$ cat src/rtl/timer_multi_if.sv
// Control/status bundle for timer_multi: prescaler setup, per-channel strobes,
// period write port and the per-channel pulse/running outputs.
interface timer_multi_if #(
    parameter int unsigned WIDTH    = 32,
    parameter int unsigned CHANNELS = 4,
    parameter int unsigned PRESC_W  = 8
);
    localparam int unsigned CH_W = (CHANNELS > 1) ? $clog2(CHANNELS) : 1;

    logic                enable;
    logic [PRESC_W-1:0]  prescale;
    logic [CHANNELS-1:0] start;
    logic [CHANNELS-1:0] stop;
    logic [CHANNELS-1:0] oneshot;
    logic                wr_en;
    logic [CH_W-1:0]     wr_ch;
    logic [WIDTH-1:0]    wr_period;
    logic [CHANNELS-1:0] pulse;
    logic [CHANNELS-1:0] running;

    modport master (
        output enable, prescale, start, stop, oneshot, wr_en, wr_ch, wr_period,
        input  pulse, running
    );

    modport slave (
        input  enable, prescale, start, stop, oneshot, wr_en, wr_ch, wr_period,
        output pulse, running
    );
endinterface

$ cat src/rtl/timer_multi.sv
// Multi-channel programmable timer: CHANNELS independent IDLE/RUN counters
// advanced by one shared prescaler tick, each emitting one-clk registered pulses.
module timer_multi #(
    parameter int unsigned WIDTH    = 32,
    parameter int unsigned CHANNELS = 4,
    parameter int unsigned PRESC_W  = 8,
    parameter int unsigned PERIOD   = 1000
) (
    input logic          clk,
    input logic          reset_n,
    timer_multi_if.slave bus
);
    localparam int unsigned CH_W = (CHANNELS > 1) ? $clog2(CHANNELS) : 1;

    typedef enum logic {IDLE, RUN} state_t;

    logic [PRESC_W-1:0]  presc_cnt, presc_next;
    logic                tick;

    state_t              state       [CHANNELS];
    state_t              state_next  [CHANNELS];
    logic [WIDTH-1:0]    cnt         [CHANNELS];
    logic [WIDTH-1:0]    cnt_next    [CHANNELS];
    logic [WIDTH-1:0]    period      [CHANNELS];
    logic [WIDTH-1:0]    period_next [CHANNELS];
    logic [CHANNELS-1:0] mode, mode_next;
    logic [CHANNELS-1:0] pulse, pulse_next;
    logic [CHANNELS-1:0] running;
    logic [CHANNELS-1:0] wr_hit;

    // ">=" rather than "==" so a prescale lowered beneath the count wraps at once.
    always_comb begin
        tick       = bus.enable && (presc_cnt >= bus.prescale);
        presc_next = presc_cnt;
        if (bus.enable) begin
            presc_next = tick ? '0 : presc_cnt + 1'b1;
        end
    end

    always_comb begin
        wr_hit     = '0;
        mode_next  = mode;
        pulse_next = '0;
        running    = '0;
        for (int unsigned i = 0; i < CHANNELS; i++) begin
            state_next[i]  = state[i];
            cnt_next[i]    = cnt[i];
            period_next[i] = period[i];
            running[i]     = (state[i] == RUN);
            // Out-of-range channel indices match no channel and are dropped.
            wr_hit[i]      = bus.wr_en && (bus.wr_ch == CH_W'(i));

            if (wr_hit[i]) begin
                period_next[i] = bus.wr_period;
                cnt_next[i]    = '0;
            end

            if (bus.enable) begin
                if (bus.stop[i]) begin
                    state_next[i] = IDLE;
                    cnt_next[i]   = '0;
                end else if (bus.start[i]) begin
                    state_next[i] = RUN;
                    cnt_next[i]   = '0;
                    mode_next[i]  = bus.oneshot[i];
                end else if (state[i] == RUN && tick && !wr_hit[i] && period[i] != '0) begin
                    if (cnt[i] < period[i] - 1'b1) begin
                        cnt_next[i] = cnt[i] + 1'b1;
                    end else begin
                        cnt_next[i]   = '0;
                        pulse_next[i] = 1'b1;
                        if (mode[i]) begin
                            state_next[i] = IDLE;
                        end
                    end
                end
            end
        end
    end

    always_ff @(posedge clk) begin
        if (!reset_n) begin
            presc_cnt <= '0;
            mode      <= '0;
            pulse     <= '0;
            for (int unsigned i = 0; i < CHANNELS; i++) begin
                state[i]  <= IDLE;
                cnt[i]    <= '0;
                period[i] <= WIDTH'(PERIOD);
            end
        end else begin
            presc_cnt <= presc_next;
            mode      <= mode_next;
            pulse     <= pulse_next;
            for (int unsigned i = 0; i < CHANNELS; i++) begin
                state[i]  <= state_next[i];
                cnt[i]    <= cnt_next[i];
                period[i] <= period_next[i];
            end
        end
    end

    assign bus.pulse   = pulse;
    assign bus.running = running;
endmodule

$ cat src/flat_wrapper.sv
// flat-port wrapper written by rule: the top's interface ports become plain ports
module timer_multi_flat 
#(
    parameter int unsigned WIDTH    = 32,
    parameter int unsigned CHANNELS = 4,
    parameter int unsigned PRESC_W  = 8,
    parameter int unsigned PERIOD   = 1000
)
  (clk, reset_n, bus_enable, bus_prescale, bus_start, bus_stop, bus_oneshot, bus_wr_en, bus_wr_ch, bus_wr_period, bus_pulse, bus_running);
  timer_multi_if #(.WIDTH(WIDTH), .CHANNELS(CHANNELS), .PRESC_W(PRESC_W)) bus_i ();
  input logic clk;
  input logic reset_n;
  input wire logic [$bits(bus_i.enable)-1:0] bus_enable;
  input wire logic [$bits(bus_i.prescale)-1:0] bus_prescale;
  input wire logic [$bits(bus_i.start)-1:0] bus_start;
  input wire logic [$bits(bus_i.stop)-1:0] bus_stop;
  input wire logic [$bits(bus_i.oneshot)-1:0] bus_oneshot;
  input wire logic [$bits(bus_i.wr_en)-1:0] bus_wr_en;
  input wire logic [$bits(bus_i.wr_ch)-1:0] bus_wr_ch;
  input wire logic [$bits(bus_i.wr_period)-1:0] bus_wr_period;
  output wire logic [$bits(bus_i.pulse)-1:0] bus_pulse;
  output wire logic [$bits(bus_i.running)-1:0] bus_running;
  assign bus_i.enable = bus_enable;
  assign bus_i.prescale = bus_prescale;
  assign bus_i.start = bus_start;
  assign bus_i.stop = bus_stop;
  assign bus_i.oneshot = bus_oneshot;
  assign bus_i.wr_en = bus_wr_en;
  assign bus_i.wr_ch = bus_wr_ch;
  assign bus_i.wr_period = bus_wr_period;
  assign bus_pulse = bus_i.pulse;
  assign bus_running = bus_i.running;
  timer_multi #(.WIDTH(WIDTH), .CHANNELS(CHANNELS), .PRESC_W(PRESC_W), .PERIOD(PERIOD)) u_core (.clk(clk), .reset_n(reset_n), .bus(bus_i));
endmodule
$ cat config.mk
export PLATFORM = sky130hd
export DESIGN_NAME = timer_multi_flat
export DESIGN_NICKNAME = d
export VERILOG_FILES = /design/src/rtl/timer_multi_if.sv /design/src/rtl/timer_multi.sv /design/src/flat_wrapper.sv
export SDC_FILE = /design/constraint.sdc
export NUM_CORES = 1
export LEC_CHECK = 0
export BUFFER_PORTS_ARGS = -buffer_cell sky130_fd_sc_hd__buf_4
export CORE_MARGIN = 4
export CORE_UTILIZATION = 60
export CTS_CLUSTER_SIZE = 10
export DETAILED_ROUTE_END_ITERATION = 6
export PLACE_DENSITY = 0.8
export SETUP_SLACK_MARGIN = 0.3
export SKIP_CTS_REPAIR_TIMING = 1
export SLEW_MARGIN = 30
export SYNTH_ARGS = -nofsm -noshare
export SYNTH_HDL_FRONTEND = slang
export SYNTH_SLANG_ARGS = --single-unit
$ cat constraint.sdc
create_clock -name clk -period 6.54 [get_ports clk]
set_input_delay 1.308 -clock clk [delete_from_list [all_inputs] [get_ports clk]]
set_output_delay 1.308 -clock clk [all_outputs]
set_load 0.005 [all_outputs]
Word level (Yosys, flattened, before mapping)
Memories as Yosys holds them, arrays and structs flattened.
Index checks and enable logic that the tools add are counted.
W data, S select, Z words.
- multipliers: 0
- muxes and demuxes: 71
- bitwise gates (word level): 22
- order comparisons: 5
- equality and inequality tests: 3
- shifts and indexed selects: 0
- add/sub/neg operators: 9
- reduce and logical (&&, ||, !) cells: 34
- divide/modulo/power cells: 0
- operators by type and width (cell ; count):
    $mux W32 ; 36
    $add A32 B1 Y32 const B ; 4
    $lt A32 B32 Y1 ; 4
    $reduce_bool A32 Y1 ; 4
    $sub A32 B1 Y32 const B ; 4
    $mux W1 ; 34
    $reduce_or A5 Y1 ; 4
    $logic_and A1 B1 Y1 ; 17
    $or A1 B1 Y1 ; 12
    $reduce_and A3 Y1 ; 4
    $not A1 Y1 ; 10
    $add A8 B1 Y8 const B ; 1
    $ge A8 B8 Y1 ; 1
    $mux W8 ; 1
    $eq A2 B2 Y1 const B ; 2
    $logic_not A1 Y1 ; 4
    $eq A2 B1 Y1 const B ; 1
    $logic_not A2 Y1 ; 1
- register bits after elaboration: 16
- ROM bits: 0
- logic and storage cells: 156
- memories: 3
- memory bits (writable): 260
- latch bits: 0
- output and inout bits: 8
- memories (name ; words ; width ; read ports ; clocked after Yosys merged registers in ; write ports ; line ; text):
    u_core.cnt ; 4 ; 32 ; 4 ; 0 ; 4 ; timer_multi.sv:22 ; logic [WIDTH-1:0] cnt [CHANNELS];
    u_core.period ; 4 ; 32 ; 4 ; 0 ; 4 ; timer_multi.sv:24 ; logic [WIDTH-1:0] period [CHANNELS];
    u_core.state ; 4 ; 1 ; 4 ; 0 ; 4 ; timer_multi.sv:20 ; state_t state [CHANNELS];

Logic depth before layout (Yosys ltp)
Gate-level depths: netlist of run 1.
- depth in word-level cells: 10
- depth in mapped cells: 17
- gate-level depth less buffers: 16

Worst setup path before layout of run 1
No wires, ideal clock.
- path type: reg2reg
- start: mem u_core.period[3][2]
- end: mem u_core.cnt[3][12]
- stages on the path, launching flop included: 17
- setup time: 106 ps
- data arrival time: 3939 ps
- data required time: 6434 ps
- buffers on the path: 1
- slack: 2495 ps
- cell sequence: dfxtp_1 or4_1 nor3_1 and3_1 nand2_1 or2_2 nor2_1 xnor2_1 ha_1 a21o_1 a21o_1 a21oi_1 o221ai_1 a21oi_1 nand2_1 clkbuf_1 o311ai_0
- RTL lines (what ; line):
    from (decl) ; timer_multi.sv:24
    to (decl) ; timer_multi.sv:22

==> summary by stage, run 1 <==
Outcome
The flow ran to the end, and the final reports show no timing, DRC or antenna violations.

Logic synthesis
The cell accounting for the most synthesized area is dfxtp_1. Synthesis handed over a netlist of 2236 instances. The share of the Yosys chip area taken by registers is 32.4%. The proportion of register bits with asynchronous set or reset after synthesis is 0%. The count of warnings emitted by yosys is 0. Summed over its instances, the top area cell type makes up 31.9% of the synthesized netlist area. The number of flops mapped to enable cells by yosys is 3. Sorting the synthesized cells by area gives the leading types as dfxtp_1 32%, ha_1 11%, nand2_1 9.0%, a21oi_1 5.2%, xnor2_1 4.3%. The cell area after synthesis is 0.0171 mm^2. The number of library cell types mapped by synthesis is a little under 70. The most common cell in the synthesized netlist is nand2_1. Synthesis inferred 276 register bits. The commonest cells after synthesis are 409 x nand2_1, 273 x dfxtp_1, 178 x a21oi_1.

For this run, the leading register cell type out of synthesis is dfxtp_1. The number of nets handed over by synthesis was around 2400. A synthesized cell averages 7.67 um^2.

Global routing
The number of antenna violations at the first check in global routing is 0. The number of global-route vias before repair was 15287. After global routing the overflow that remains totals 0. The first-pass GRT wire length is 75500 um. The pin count of the biggest net entering global routing is 62.

The all-layer global routing usage is 29.0%.

Clocking
Clock-pin slew was measured on the worst setup and hold paths at approximately 0.050 ns. Clock tree synthesis selected as its root buffer the cell clkbuf_16. The maximum count of clock buffers along a single path is 3.

CTS built an H-tree with a depth of 2. TritonCTS built the clock tree. The clock latency at the later pin of the worst-skew pair is 0.51 ns.

The number of buffers created by CTS is 34. The tree built by TritonCTS fans out to 276 sinks.

Worst setup path
The worst flop-to-flop path startpoint is u_core.period[3][2]. The endpoint identified for the worst register-to-register timing path is u_core.cnt[3][15]. The setup check on the worst reg-to-reg path leaves a slack of 1.78 ns. The worst setup path is launched from a register. In this run the worst path has a maximum fanout of 21. The critical path capture point type is a register.

The start-to-end type of the worst setup path is reg -> reg. The number of cells on the worst reg-to-reg path is 15. STA puts the critical path data required time at 6.93 ns. The signal arrival time at the worst endpoint is around 5.2 ns.

Routing
The final layout contains routed wiring with a total length of between 40000 and 50000 um. The routed wirelength normalized by instance count is roughly 18 um. For this run, design rule violations remaining after detail routing come to 0. The wire length on met2 is 21900 um. The detailed router finished its first iteration with 1645 violations. The detail route stage leaves a number of antenna-violating nets equal to 0. The via count is ~17000. The routed via count divided by cell count is 6.25.

The highest layer touched by signal routing is met4. The detailed-routing wirelength on met1 is a little under 20000 um. The number of detailed-routing iterations run before antenna repair is 6. Wire segments on met3 add up to roughly 3600 um in the final route.

Die
The floorplan has 61 rows. The floorplan step defined a die boundary enclosing approximately 0.031 mm^2. Measured along the y axis, the die boundary spans 177 um.

The total area inside the core boundary comes to between 0.02 and 0.03 mm^2. In this run the count of I/O pins placed on the die edge is 66. The starting density of the core is 61.2%. The die boundary width is 177 um.

Pwr
Across the VDD grid, the largest voltage drop is 0.303 mV. The leakage power is 7.21 nW. For this design the ratio of total power to cell area is 204 mW/mm^2.

The sum of internal, switching and leakage power is about 0.0039 W.

STA
Summed over all failing endpoints, the final setup total negative slack is 0 ns. Subtracting the final worst setup slack from the clock period gives 4.76 ns. The measured slew at the worst slew-check pin is 0.869 ns. Of the available clock period, the critical path in the final layout requires 72.7%. The final hold violation count was 0. Clock skew on the completed layout was measured at 0.0142 ns. The final worst slack is ~1.8 ns. The count of pins over their slew limit is 0.

Measured against its own limit, the worst slew margin works out to around two fifths. Static timing analysis puts the maximum clock frequency at 210 MHz. The number of setup violations in the final report is 0. Setup repair after global routing left no endpoint under its margin.

Place
The final weighted congestion in routability-driven placement is 0.920. The count of placed standard cells including taps is 2597. The count of input and output buffers is 65. The worst setup timing slack at the placement stage is 1.85 ns. The wire-length estimate of the detail-placed layout is between 30000 and 40000 um.

Cells and area
The number of standard cells in the final layout excluding fillers is between 2000 and 3000. The antenna cell count is 0. Of the cells placed in the final design, the portion with a size suffix greater than 1 is 6.71%. The relative area change from synthesis to final layout is 10.2%. The final layout contains 2458 nets.

Job
Max-cap violations in this run came to 0.

Hold path
The source of the worst hold timing path is u_core.period[2][16]. The worst hold path belongs to the class reg -> reg. The worst hold path was traced through 2 stages. The worst min-delay path endpoint is u_core.period[2][16].
[cells by family (layout without fill, tap and decap cells)]
group | count (synthesis) | after routing | share of synthesized area (%)
flip-flops | 276 | 276 | 32.4
AO/OA/AOI/OAI | 464 | 464 | 16.6
adder cells (fa/ha/maj) | 145 | 145 | 10.6
AND/OR/NAND/NOR | 1019 | 1019 | 28.7
multiplexers | 15 | 15 | 0.883
XOR/XNOR | 130 | 130 | 6.64
buffers and inverters | 187 | 217 | 4.25
[where the power goes]
group          total [W]  internal (W)  switching (W)
clock            0.00176       0.00107       0.000694
combinational   0.000337      0.000125       0.000213
sequential       0.00176       0.00172      0.0000432
total            0.00386       0.00291       0.000950
[metrics by stage]
step	hold slack, ns	instance area, um^2	utilization, %
after CTS	0.480	18900	67.5
after global placement	0.468	17900	63.8
final	0.480	18900	67.5
after global routing	0.504	18900	67.5
after detailed placement	0.474	17900	63.9
after floorplan	0.443	17100	-
[worst max-delay path by stage]
stage | startpoint | end | slack [ns] | depth (start not counted)
after floorplan | u_core.period[3][2] | u_core.cnt[3][12] | 2.49 | 16
after global placement | u_core.period[3][2] | u_core.cnt[3][12] | 2.03 | 14
after detailed placement | u_core.period[3][2] | u_core.cnt[3][15] | 1.85 | 15
after CTS | u_core.period[3][2] | u_core.cnt[3][15] | 1.82 | 15
after global routing | u_core.period[3][2] | u_core.cnt[3][21] | 1.33 | 15
final | u_core.period[3][2] | u_core.cnt[3][15] | 1.78 | 15
[cell usage in the layout (no fill, tap or decap), types with 66 or more instances in the layout]
master,count
nor3_1,66
xnor2_1,85
a31oi_1,73
nand3_1,129
o21ai_0,70
dfxtp_1,273
buf_4,83
nand2_1,409
nor2_1,136
a21oi_1,175
inv_1,86
ha_1,145
[layout make-up]
cell class | instances | area, um^2
clock buffers | 46 | 980
repair buffers | 83 | 623
well taps | 378 | 473
multi-input cells | 1773 | 10900
fillers | 2370 | 9110
clock inverters | 1 | 30.0
flip-flops and latches | 276 | 5560
inverters | 87 | 328
[sequential cells by signal, indices dropped and copies added, names as in the netlist]
| signal | count |
|---|---|
| u_core.cnt | 128 |
| u_core.period | 128 |
| u_core.mode | 4 |
| u_core.bus.pulse | 4 |
| u_core.state | 4 |
| u_core.presc_cnt | 8 |
[metal layers]
layer / track usage (%) / up-vias
li1: - / 8075
met1: 38.3 / 7814
met2: 48.7 / 528
met3: 4.81 / 95
met4: 8.87 / 0
met5: 0 / -
[critical path, stage by stage, from the launching register on]
cell,delay (ns)
dfxtp_1,0.35
or4_1,0.58
nor3_1,0.64
and3_1,0.31
nand2_1,0.11
or2_2,0.35
nor2_1,0.14
xnor2_1,0.14
ha_1,0.27
a21o_1,0.17
a21o_1,0.17
a21oi_1,0.14
o221ai_1,0.18
a21oi_4,0.15
nand2_1,0.44
o311ai_0,0.51
(Power assumes the default switching activity.)
==> run 2: changes to the inputs <==
--- a/config.mk
+++ b/config.mk
@@ -5,12 +5,13 @@
 export SDC_FILE = /design/constraint.sdc
 export NUM_CORES = 1
 export LEC_CHECK = 0
+export ABC_AREA = 1
 export BUFFER_PORTS_ARGS = -buffer_cell sky130_fd_sc_hd__buf_4
 export CORE_MARGIN = 4
 export CORE_UTILIZATION = 60
 export CTS_CLUSTER_SIZE = 10
 export DETAILED_ROUTE_END_ITERATION = 6
-export PLACE_DENSITY = 0.8
+export PLACE_DENSITY = 0.79
 export SETUP_SLACK_MARGIN = 0.3
 export SKIP_CTS_REPAIR_TIMING = 1
 export SLEW_MARGIN = 30
==> constraint.sdc (replaced) <==
create_clock -name clk -period 4.7 [get_ports clk]
set_input_delay 0.94 -clock clk [delete_from_list [all_inputs] [get_ports clk]]
set_output_delay 0.94 -clock clk [all_outputs]
set_load 0.005 [all_outputs]
==> run 2 against run 1 <==
Compared with the run above:
- wire length up 30%
- final cell count up 40%
- sequential power up 40%
- critical endpoint is now u_core.cnt[0][1]
- largest cell class unchanged
==> summary by stage, run 2 <==
Cells and area
The sequential cell area came to 0.00556 mm^2 (unchanged). The antenna cell count is 0 (unchanged). The area growth from synthesis to layout is 7.95%. The proportion of layout cells with a drive suffix above 1 was 8.64% (+1.9 points). The number of fill cells is 3156 (+33%). The multi-input combinational cell area was 0.0137 mm^2 (+26%). The largest registers in the layout are u_core.cnt (128), u_core.period (128), u_core.presc_cnt (8).

The area of all placed cells without fillers is 0.0228 mm^2 (+21%). The commonest non-fill, non-tap cell in the layout is nand2_1. The library cells used most frequently in the layout, excluding fill and tap cells, are 759 x nand2_1, 339 x nand3_1, 327 x nor2_1.

The final-stage net count is 3437 (+40%).

Routing
The total met3 wirelength after detailed routing is 3680 um (+3.4%). The number of detailed-routing iterations run before antenna repair was 5 (-1). The DRC marker count from the first detailed-route iteration is 1787 (+8.6%). The routed via count divided by cell count is 5.70 (-8.7%). The detailed-routing wirelength on met1 is 26800 um (+35%).

The aggregate routed wire length is 60500 um (+30%). The routed wirelength normalized by instance count is 16.3 um (-7.4%). The remaining design rule violation count is 0 (unchanged). The number of nets with antenna violations after detailed routing is 0 (unchanged). The wire length on met2 is 27200 um (+24%). The via count came to 21134 (+28%). The top layer used by detailed routing is met4.

Logic synthesis
The cell area after synthesis came to 0.0211 mm^2 (+23%). The proportion of synthesized chip area in sequential cells is 26.3% (-6.1 points). By area the synthesized netlist is led by dfxtp_1 26%, nand2_1 14%, ha_1 8.6%, nand3_1 8.1%, nor2_1 5.9%.

The synthesized net count is 3438 (+41%). The most instantiated library cell after synthesis is nand2_1. The flip-flop and latch count after synthesis was 276 (unchanged). The number of library cell types mapped by synthesis is 61 (-10%). Among all flip-flop cells after synthesis, the most frequent one is dfxtp_1.

The gate count after technology mapping came to 3235 (+45%). By count the netlist is led by 759 x nand2_1, 340 x nand3_1, 329 x nor2_1. The count of warnings emitted by yosys is 0 (unchanged). The proportion of register bits with asynchronous set or reset after synthesis was 0% (unchanged). The number of flops mapped to enable cells by yosys is 3 (unchanged). The average instance area after synthesis came to 6.52 um^2 (-15%). The top-area cell type share of the netlist area was 25.9% (-6.0 points).

The cell accounting for the most synthesized area is dfxtp_1.

Pwr
The leakage power is 9.96 nW (+38%). The relative contribution of combinational cells to total power is 11.2% (+2.5 points). The ratio of total power to cell area came to 248 mW/mm^2 (+21%). The internal power contribution is 0.00410 W (+41%). The part of the total power dissipated in the clock network is 45.1% (-0.6 points). The switching power was 0.00154 W (+62%). The sequential power share is 43.8% (-1.8 points). The largest voltage drop on the vdd net is 0.285 mV (-6.0%).

The switching share of power is 27.4% (+2.8 points).

Worst setup path
The required time at the endpoint of the critical path is 5.14 ns (-1.79 ns). The signal arrival time at the worst endpoint is 4.34 ns (-0.81 ns). The sort of element at the start of the critical path is a register. The critical path capture point type is a register. The start-to-end type of the worst setup path is reg -> reg. The number of cells on the worst reg-to-reg path was 22 (+7).

The maximum fanout encountered on the critical timing path is 13 (-38%).

Place
The final weighted congestion in routability-driven placement is 0.941 (+2.3%). The area after detailed placement is 0.0217 mm^2 (+21%). The post-DP HPWL was 44100 um (+32%). The count of input and output buffers is 65 (unchanged).

Die
The vertical extent of the die is 196 um (+10%). The number of rows created at floorplan is 68 (+11%). The starting density of the core is 60.9% (-0.29 points).

The total die area was 0.0382 mm^2 (+22%). The top-level I/O count is 66 (unchanged). The core region area came to 0.0346 mm^2 (+24%). The die boundary width is 196 um (+10%).

STA
The final hold violation count is 0 (unchanged). The fmax is 256 MHz (+22%). Setup repair after global routing left no endpoint under its margin. The setup total negative slack is 0 ns (unchanged).

The final worst-path cycle share came to 83.1% (+10 points). The measured slew at the worst slew-check pin is 0.958 ns (+0.0885 ns). The minimum period implied by the final worst setup slack was 3.90 ns (-0.854 ns). The number of setup violations in the final report is 0 (unchanged).

The setup clock skew after layout is 0.0135 ns (-0.000685 ns). The relative slew slack is 36.1% (-5.4 points). The count of pins over their slew limit is 0 (unchanged).

Hold path
The worst hold path cell count is 2 (unchanged). The worst hold-check path type is reg -> reg.

Clocking
The clock transition at the registers of the reported paths is 0.06 ns (about the same). The clock latency at the later pin of the worst-skew pair is 0.55 ns (+0.04 ns). The number of clock sinks seen by CTS came to 276 (unchanged). The number of buffers created by CTS is 35 (+2.9%).

The root buffer cell chosen for the clock tree is clkbuf_16. The number of H-tree levels came to 2 (unchanged). TritonCTS built the clock tree.

The maximum count of clock buffers along a single path is 3 (unchanged).

Global routing
The first-pass GRT wire length is 98100 um (+30%). The total grt overflow is 0 (unchanged). The all-layer global routing usage was 30.7% (+1.7 points).

The number of antenna violations at the first check in global routing came to 1 (+1). The number of global-route vias before repair is 19784 (+29%). The pin count of the biggest net entering global routing is 119 (+92%).

Job
The max-cap violation count is 0 (unchanged).

Outcome
The run finished with clean final reports.
[run 2: changes by cell type in the layout (fill, tap and decap cells not counted), moves of 96 or more]
cell / previous run / this run
o21ai_1: 1 / 97
o21ai_0: 70 / 182
nand2_1: 409 / 759
nand3_1: 129 / 339
nor2_1: 136 / 327
inv_1: 86 / 309
[run 2: routing by layer]
layer	up-vias	GRT usage, %
met1	9689	40.6
met4	0	13.7
li1	10624	-
met3	147	3.74
met5	-	0
met2	674	50.3
[run 2: power by group through the flow]
stage                     sequential [W]  combinational (W)  clock (W)
after detailed placement         0.00251           0.000618          0
after CTS                        0.00247           0.000624    0.00258
final                            0.00247           0.000629    0.00254
after floorplan                  0.00250           0.000425          0
after global placement           0.00251           0.000597          0
after global routing             0.00247           0.000699    0.00267
[run 2: final timing paths]
check	slack, ns	startpoint	endpoint
setup / recovery	0.80	u_core.period[0][0]	u_core.cnt[0][1]
hold / removal	0.46	u_core.mode[0]	u_core.mode[0]
setup reg to reg	0.80	u_core.period[0][0]	u_core.cnt[0][1]
hold reg to reg	0.46	u_core.mode[0]	u_core.mode[0]
[run 2: cell type report]
type                       instances  area share (%)
sequential                       276            24.4
multi-input combinational       2513            60.3
clock inverter                     3           0.132
tap                              455            2.50
timing repair buffer              84            2.82
inverter                         324            5.35
clock buffer                      53            4.46
[run 2: critical path, cell delays in order (launching register included)]
cell,delay [ns]
dfxtp_1,0.30
inv_1,0.12
ha_1,0.20
nand2_1,0.07
nor2_2,0.18
nand2_2,0.11
inv_2,0.10
nand4_2,0.12
nor2_2,0.18
nand2_1,0.12
nor4_2,0.20
xor2_1,0.13
ha_1,0.30
nand2_1,0.06
nor2_1,0.16
nand2_1,0.10
nor4b_1,0.31
nand2_1,0.09
nand2_1,0.41
buf_4,0.28
o21ai_0,0.10
nand2_1,0.08
nand2_1,0.06
[run 2: cell families (layout without fill, tap and decap cells)]
group                    after synthesis  in the layout  synth area share (%)
AND/OR/NAND/NOR                     1702           1702                  36.9
XOR/XNOR                             173            173                  7.18
adder cells (fa/ha/maj)              145            145                  8.60
buffers and inverters                446            464                  8.63
flip-flops                           276            276                  26.3
AO/OA/AOI/OAI                        493            493                  12.4
[run 2: stage by stage]
step           hold slack (ns)  std cells  utilization (%)  setup WS (ns)  total power (W)
6_report                 0.456       3708             65.8          0.796          0.00564
5_1_grt                  0.473       3708             65.8          0.383          0.00585
4_1_cts                  0.456       3708             65.8          0.809          0.00567
3_5_place_dp             0.447       3652             62.8          0.845          0.00313
3_3_place_gp             0.445       3652             62.8           1.01          0.00311
2_1_floorplan            0.430       3235                -           1.52          0.00292
==> run 3: changes to the inputs <==
==> constraint.sdc (replaced) <==
create_clock -name clk -period 3.9 [get_ports clk]
set_input_delay 0.78 -clock clk [delete_from_list [all_inputs] [get_ports clk]]
set_output_delay 0.78 -clock clk [all_outputs]
set_load 0.005 [all_outputs]
==> run 3 against run 2 <==
Compared with the run above:
- hold slack improved by 0.0087 ns
- total power increased by 23%
- clock skew increased by 0.0017 ns
- global-route usage about the same
- largest power group unchanged
- highest routed layer unchanged
- sequential share of layout area decreased by 0.44 points
- non-clock buffer count increased by 18
- utilization increased by 1.2 points
- register-to-register slack got worse by 0.33 ns
- maximum frequency increased by 14%
==> summary by stage, run 3 (same netlist as run 2, synthesis figures left out) <==
Cells and area
The number of fill cells is 3087 (-2.2%). The final-stage net count is 3456 (+0.55%). The proportion of layout cells with a drive suffix above 1 was 10.1% (+1.5 points). The relative area change from synthesis to final layout is 9.92%.

The largest registers in the layout are u_core.cnt (128), u_core.period (128), u_core.presc_cnt (8). In the layout the commonest cells are 755 x nand2_1, 337 x nand3_1, 325 x nor2_1. The antenna cell count is 0 (unchanged).

Leaving out fill and tap cells, the most frequent cell in the layout is nand2_1.

STA
The relative slew slack came to 37.8% (+1.8 points). The setup total negative slack is 0 ns (unchanged). The fmax is 292 MHz (+14%). The final hold violation count was 0 (unchanged). The number of setup violations in the final report is 0 (unchanged).

The measured slew at the worst slew-check pin is 0.931 ns (-0.0263 ns). The minimum period implied by the final worst setup slack is 3.43 ns (-0.474 ns). Setup repair after global routing could not meet its margin everywhere. The count of pins over their slew limit is 0 (unchanged). The final worst hold slack is 0.465 ns (+0.00868 ns). The setup clock skew after layout is 0.0152 ns (+0.00171 ns). The final worst-path cycle share is 87.9% (+4.9 points).

Worst setup path
STA classifies the critical path startpoint as a register. The maximum fanout encountered on the critical timing path is 8 (-5). The start-to-end type of the worst setup path is reg -> reg. The critical path capture point type is a register. The required time at the endpoint of the critical path came to 4.33 ns (-0.81 ns). The signal arrival time at the worst endpoint is 3.86 ns (-0.48 ns).

Die
The top-level I/O count is 66 (unchanged). The die boundary width is 196 um (unchanged). The vertical extent of the die is 196 um (unchanged). The number of rows created at floorplan is 68 (unchanged). The total die area is 0.0382 mm^2 (unchanged). The starting density of the core is 60.9% (unchanged). The core region area is 0.0346 mm^2 (unchanged).

Outcome
The run finished with clean final reports.

Pwr
The ratio of total power to cell area is 299 mW/mm^2 (+21%). The relative contribution of combinational cells to total power came to 11.4% (+0.2 points). The switching share of power is 27.2% (-0.18 points).

The leakage power was 10.1 nW (+1.6%). The part of the total power dissipated in the clock network is 45.6% (+0.5 points). The sequential power share was 43.0% (-0.8 points). The switching power came to 0.00188 W (+22%). The internal power contribution is 0.00505 W (+23%).

The largest voltage drop on the vdd net was 0.377 mV (+32%).

Clocking
The number of buffers created by CTS is 36 (+2.9%). The buffer type at the clock tree root is clkbuf_16. The maximum count of clock buffers along a single path is 3 (unchanged). TritonCTS built the clock tree. The clock latency at the later pin of the worst-skew pair came to 0.53 ns (-0.02 ns). The number of clock sinks seen by CTS is 276 (unchanged). The clock transition at the registers of the reported paths is 0.06 ns (about the same).

The number of H-tree levels is 2 (unchanged).

Place
The final weighted congestion in routability-driven placement is 0.975 (+3.6%). The count of input and output buffers was 65 (unchanged). The post-DP HPWL is 44300 um (+0.57%).

Hold path
The worst hold-check path type is reg -> reg.

Routing
The number of nets with antenna violations after detailed routing is 0 (unchanged). The DRC marker count from the first detailed-route iteration was 1632 (-8.7%). The remaining design rule violation count is 0 (unchanged).

The routed via count divided by cell count is 5.74 (+0.71%). The aggregate routed wire length is 61300 um (+1.4%). The routed wirelength normalized by instance count is 16.5 um (+0.91%).

The number of detailed-routing iterations run before antenna repair is 6 (+1). The via count is 21393 (+1.2%).

Global routing
The pin count of the biggest net entering global routing is 119 (unchanged). The total grt overflow was 0 (unchanged). The number of global-route vias before repair was 19712 (-0.36%).

The all-layer global routing usage is 30.7% (about the same). The number of antenna violations at the first check in global routing is 0 (-1). The first-pass GRT wire length came to 98600 um (+0.46%).

Job
The max-cap violation count came to 0 (unchanged).
[run 3: cell types whose count changed in the layout (fill, tap and decap cells not counted), sizes merged]
cell,previous run,this run
buf,84,101
clkinv,3,4
inv,324,325
[run 3: routing by layer]
metal	vias to the layer above	wire length, um	global-route usage, %
met4	0	3070	14.0
met5	-	0	0
li1	10696	-	-
met3	175	3980	4.04
met2	778	27700	49.6
met1	9744	26600	40.8
[run 3: stage by stage]
stage	util, %	power (W)	instances	area [um^2]	worst slack (ns)
global placement	62.9	0.00376	3658	21800	0.366
global route	67.0	0.00717	3727	23200	0.220
finish	67.0	0.00693	3727	23200	0.471
detailed placement	62.9	0.00378	3658	21800	0.190
floorplan	-	0.00352	3235	21100	0.723
CTS	66.1	0.00692	3715	22900	0.169
[run 3: final cells by class]
cell class	instances	area (um^2)	share of cell area [%]
sequential	276	5560	24.0
timing repair buffer	102	820	3.53
clock inverter	5	36.3	0.156
inverter	324	1220	5.25
multi-input combinational	2513	13900	60.1
clock buffer	52	1060	4.58
tap	455	569	2.45
[run 3: critical path, stage by stage, from the launching register on]
cell and delay, ns:
dfxtp_1 0.34, inv_2 0.12, ha_4 0.16, nand2_2 0.10, nor3_4 0.26, nand2_2 0.12
nor3b_2 0.21, and3_1 0.21, nand3_1 0.09, xor2_1 0.16, ha_1 0.28, nand2_1 0.06
inv_1 0.07, nand3_1 0.07, nor3_2 0.22, and3_1 0.19, nand2_1 0.09, nand2_4 0.18
clkbuf_16 0.19, o21ai_1 0.08, nand2_1 0.07, nand2_1 0.05
[run 3: final timing paths]
kind | cells past startpoint | slack, ns | startpoint | end
max | 21 | 0.47 | u_core.period[2][0] | u_core.cnt[2][15]
min | 2 | 0.47 | u_core.mode[2] | u_core.mode[2]
max reg2reg | 21 | 0.47 | u_core.period[2][0] | u_core.cnt[2][15]
min reg2reg | 2 | 0.47 | u_core.mode[2] | u_core.mode[2]
[run 3: power by group through the flow]
| stage | registers, W | logic (W) | clock network [W] |
|---|---|---|---|
| final | 0.00298 | 0.000789 | 0.00316 |
| after global routing | 0.00298 | 0.000876 | 0.00331 |
| after CTS | 0.00297 | 0.000751 | 0.00319 |
| after detailed placement | 0.00303 | 0.000746 | 0 |
| after global placement | 0.00303 | 0.000725 | 0 |
| after floorplan | 0.00301 | 0.000512 | 0 |
